==> src/rtl/list_collector.sv <==
// Collects a valid/ready element stream into a zero-padded LENGTH-slot list for the summer
// and returns the sum on a valid/ready port. Define LIST_COLLECTOR_COUNT_EN to add res_count.
module list_collector #(
   parameter  int DATA_WIDTH = 32,
   parameter  int LENGTH     = 8,
   localparam int CNT_WIDTH  = $clog2(LENGTH + 1),
   localparam int SUM_WIDTH  = $clog2(LENGTH) + DATA_WIDTH
) (
   input  logic                                clk,
   input  logic                                rst_n,
   input  logic [DATA_WIDTH-1:0]               in_data,
   input  logic                                in_valid,
   input  logic                                in_last,
   output logic                                in_ready,
   output logic [LENGTH-1:0][DATA_WIDTH-1:0]   data_out,
   output logic                                sum_en,
   input  logic                                sum_done,
   input  logic [SUM_WIDTH-1:0]                sum_result,
   output logic [SUM_WIDTH-1:0]                res_data,
   output logic                                res_valid,
`ifdef LIST_COLLECTOR_COUNT_EN
   output logic [CNT_WIDTH-1:0]                res_count,
`endif
   input  logic                                res_ready
);

   typedef enum logic [1:0] {S_FILL, S_SUM, S_RESULT} state_t;

   state_t                            state_q, state_d;
   logic [CNT_WIDTH-1:0]              wr_ptr_q, wr_ptr_d;
   logic [LENGTH-1:0][DATA_WIDTH-1:0] slots_q, slots_d;
   logic                              sum_en_q, sum_en_d;
   logic [SUM_WIDTH-1:0]              res_data_q, res_data_d;
   logic                              res_valid_q, res_valid_d;
`ifdef LIST_COLLECTOR_COUNT_EN
   logic [CNT_WIDTH-1:0]              count_q, count_d;
`endif

   always_ff @(posedge clk or negedge rst_n) begin
      if (!rst_n) begin
         state_q     <= S_FILL;
         wr_ptr_q    <= '0;
         slots_q     <= '0;
         sum_en_q    <= 1'b0;
         res_data_q  <= '0;
         res_valid_q <= 1'b0;
`ifdef LIST_COLLECTOR_COUNT_EN
         count_q     <= '0;
`endif
      end else begin
         state_q     <= state_d;
         wr_ptr_q    <= wr_ptr_d;
         slots_q     <= slots_d;
         sum_en_q    <= sum_en_d;
         res_data_q  <= res_data_d;
         res_valid_q <= res_valid_d;
`ifdef LIST_COLLECTOR_COUNT_EN
         count_q     <= count_d;
`endif
      end
   end

   always_comb begin
      state_d     = state_q;
      wr_ptr_d    = wr_ptr_q;
      slots_d     = slots_q;
      sum_en_d    = sum_en_q;
      res_data_d  = res_data_q;
      res_valid_d = res_valid_q;
`ifdef LIST_COLLECTOR_COUNT_EN
      count_d     = count_q;
`endif
      case (state_q)
         S_FILL: begin
            if (in_valid) begin
               for (int i = 0; i < LENGTH; i++) begin
                  if (wr_ptr_q == CNT_WIDTH'(i)) slots_d[i] = in_data;
               end
               wr_ptr_d = wr_ptr_q + CNT_WIDTH'(1);
               // in_last on the final slot is one termination, not two
               if (in_last || (wr_ptr_q == CNT_WIDTH'(LENGTH - 1))) begin
                  state_d  = S_SUM;
                  sum_en_d = 1'b1;
               end
            end
         end
         S_SUM: begin
            if (sum_done) begin
               res_data_d  = sum_result;
               res_valid_d = 1'b1;
               sum_en_d    = 1'b0;
               state_d     = S_RESULT;
`ifdef LIST_COLLECTOR_COUNT_EN
               count_d     = wr_ptr_q;
`endif
            end
         end
         S_RESULT: begin
            if (res_ready) begin
               res_valid_d = 1'b0;
               slots_d     = '0;
               wr_ptr_d    = '0;
               state_d     = S_FILL;
            end
         end
         default: state_d = S_FILL;
      endcase
   end

   assign in_ready  = (state_q == S_FILL);
   assign data_out  = slots_q;
   assign sum_en    = sum_en_q;
   assign res_data  = res_data_q;
   assign res_valid = res_valid_q;
`ifdef LIST_COLLECTOR_COUNT_EN
   assign res_count = count_q;
`endif

endmodule

==> config.mk <==
export PLATFORM = sky130hd
export DESIGN_NAME = list_collector
export DESIGN_NICKNAME = d
export VERILOG_FILES = /design/src/rtl/list_collector.sv
export SDC_FILE = /design/constraint.sdc
export NUM_CORES = 1
export LEC_CHECK = 0
export BUFFER_PORTS_ARGS = -buffer_cell sky130_fd_sc_hd__buf_2
export CAP_MARGIN = 15
export CORE_ASPECT_RATIO = 1.2
export CORE_UTILIZATION = 47
export CTS_CLUSTER_DIAMETER = 30
export CTS_CLUSTER_SIZE = 12
export DETAILED_ROUTE_END_ITERATION = 7
export PLACE_DENSITY = 0.77
export SYNTH_ARGS = -nofsm -noshare
export SYNTH_HDL_FRONTEND = slang
export SYNTH_SLANG_ARGS = --single-unit
==> constraint.sdc <==
create_clock -name clk -period 1.76 [get_ports clk]
set_input_delay 0 -clock clk [delete_from_list [all_inputs] [get_ports clk]]
set_output_delay 0 -clock clk [all_outputs]
set_load 0.005 [all_outputs]
==> impl_metrics.tcl <==
set metrics [dict create \
    syn_nets 1038 \
    gr-usage-all-layers_pct 27.8 \
    arrival_ns 2.22 \
    swShare_pct 31.7 \
    cts_buffers 50 \
    ios 367 \
    overflow 0 \
    die_y_um 178 \
    syn_area_per_cell_um2 12.6 \
    grt_pass1_vias 10109 \
    period_needed_ns 1.77 \
    path_max_fanout 11 \
    hold_violations 0 \
    crit_chain "ha_2, or4b_4, nor3_4, buf_12, buf_12, a22o_1" \
    htreeDepth 2 \
    routed_wl_um 37000 \
    r2r.worst_path.cells 6 \
    drv_cap 0 \
    cellPowerDensity_nw_per_um2 1790 \
    synthArstFlopShare_pct 100 \
    final_common_cell "buf_2" \
    fin_crit_sh_pct 101 \
    critPathMaxStageDelay_ns 0.52 \
    fp.coreArea_um2 25500 \
    syn_inst 961 \
    critPathLaunchType "flip-flop" \
    cp_slowest_cell "or4b_4" \
    peakVddDrop_mv 1.16 \
    ys.flop_type "dfrtp_1" \
    dr.first_iter.drc_count 495 \
    seqPwrFrac_pct 36.8 \
    maxSlewViolCount 0 \
    switchingPower_mw 9.76 \
    path_clk_slew_ns 0.05 \
    final_util_pct 67.5 \
    vias_per_cell 5.26 \
    ys_warn_count 0 \
    status "complete, but fails checks" \
    relSlewSlack_pct 63.1 \
    min_path_type "input pin to asynchronous set/reset pin" \
    cts_tree "yes" \
    portBuffers 366 \
    max_freq_mhz 564 \
    clock_latency_ns 0.54 \
    ys_ff_latch 299 \
    drc 0 \
    ctsRootBufferMaster "clkbuf_16" \
    rrSetupSlack_ns -0.01 \
    internal_power_mw 21.0 \
    comb_power_share_pct 29.3 \
    ys_types 33 \
    power.total_mw 30.8 \
    antenna_found_initial 0 \
    fin_cells 1802 \
    final_antenna_net_count 0 \
    layout-drive-gt1-share_pct 35.5 \
    critical_path_buf_inv_count 2 \
    dp.cells 1633 \
    worst_pin_slew_ns 0.554 \
    diodes 0 \
    ys_seq_area_share_pct 61.6 \
    cts_sinks 299 \
    setup_ws_ns -0.0121 \
    grt_pass1_wl_um 56300 \
    violations "negative setup slack" \
    cp.depth 6 \
    dieWidth_um 149 \
    grt_max_degree 65 \
    clkPwrFrac_pct 34.0 \
    wl_per_cell_um 20.6 \
    rsz0062_at_grt "true" \
    dr.pass1.iters 5 \
    die_area_um2 26500 \
    setup_violations 5 \
    cp.required_ns 2.21 \
    path_delay_family "simple AND/OR/NAND/NOR gates" \
    cts_buffer_depth 3 \
    final_cell_mix "365 x buf_2, 299 x dfrtp_1, 230 x nand2_1, 226 x mux2i_1, 72 x dlygate4sd3_1" \
    skew_ns 0.0194 \
    dp_hpwl_um 22800 \
    gp_congestion 0.811 \
    p_leak_nw 9.93 \
    holdWs_ns 0.00914 \
    fillers 1810 \
    placementRows 64 \
    vias 9476 \
    area_growth_pct 41.5 \
    netlist_area_um2 12100 \
    worstSetupEndpointType "flip-flop" \
    crit_type "flip-flop to flip-flop" \
    path_common_cell "buf_12" \
    nets 1511 \
    start_util_pct 47.7 \
    synth-edff-count 0 \
]
## per-stage QoR
stage	worst slack, ns	area [um2]	TNS (ns)
finish	-0.0121	17200	-0.0280
detailed placement	-0.0135	14500	-0.0221
global route	-0.0663	17200	-2.12
floorplan	0.00552	12100	0
CTS	-0.0138	17100	-0.0167
global placement	0.0240	14500	0
## state kept, by name (all words and copies together), names as in the netlist
signal	cells
data_out	256
res_data	35
wr_ptr_q	4
state_q	2
res_valid	1
sum_en	1
## power groups by stage
stage	clock network, mW	registers, mW	logic (mW)
after floorplan	0	11.5	3.88
after global placement	0	11.2	8.36
after detailed placement	0	11.3	8.66
after CTS	10.6	11.3	8.93
after global routing	10.9	11.6	9.85
final	10.5	11.3	9.02
## kinds of logic (layout without fill, tap and decap cells)
family | Yosys count | in the layout | synth area share (%)
buffers and inverters | 102 | 612 | 4.48
muxes | 262 | 262 | 22.0
DFF | 299 | 299 | 61.6
and+or+nand+nor | 252 | 252 | 8.57
AOI/OAI and AO/OA | 42 | 43 | 2.94
adders and majority gates | 4 | 4 | 0.412
## worst paths after layout
kind | endpoint | from
setup / recovery | data_out[107] | wr_ptr_q[0]
hold / removal | res_data[17] | rst_n
setup reg to reg | data_out[107] | wr_ptr_q[0]
hold reg to reg | data_out[119] | data_out[119]
max in group asynchronous | data_out[149] | rst_n
min in group clk | res_data[17] | sum_result[17]
## metal layers
layer / part of all wire, % / global-route usage, % / vias to the layer above
met3: 6.9 / 5.78 / 112
li1: - / - / 4170
met2: 50 / 46.5 / 475
met4: 4.9 / 14.8 / 0
met5: 0 / 0 / -
met1: 39 / 33.7 / 4719
## synth_stat cells, types with 3 or more instances
master	n	area (um2)
a22o_1	32	280
buf_2	39	195
buf_4	6	45.0
buf_6	12	135
clkbuf_1	7	26.3
dfrtp_1	299	7480
ha_1	4	50.1
inv_1	37	139
mux2_1	25	282
mux2_2	10	113
mux2i_1	227	2270
nand2_1	231	867
nand3b_1	5	37.5
nor2b_1	3	18.8
o2bb2ai_1	3	26.3
## layout make-up
class | count | area (um2) | share of cell area (%)
clock buffers | 60 | 1380 | 8.03
clock inverters | 30 | 447 | 2.60
inverters | 37 | 139 | 0.808
multi-input cells | 561 | 4150 | 24.1
flip-flops and latches | 299 | 7480 | 43.6
well taps | 330 | 413 | 2.40
repair buffers | 485 | 3170 | 18.5
## timing repair
item	in CTS	in global routing
pin swaps	0	14
setup endpoints to repair	8	70
setup buffers	1	2
cloned	1	3
hold buffers	72	0
gates resized for setup	2	5
endpoints found under the hold margin	597	0
## worst reg2reg max path, cell delays in order (launching register included)
cell and delay [ns]:
dfrtp_1 0.35, ha_2 0.18, or4b_4 0.52, nor3_4 0.18, buf_12 0.17, buf_12 0.13
a22o_1 0.16
Note: power is estimated with default switching activity, not from simulation.
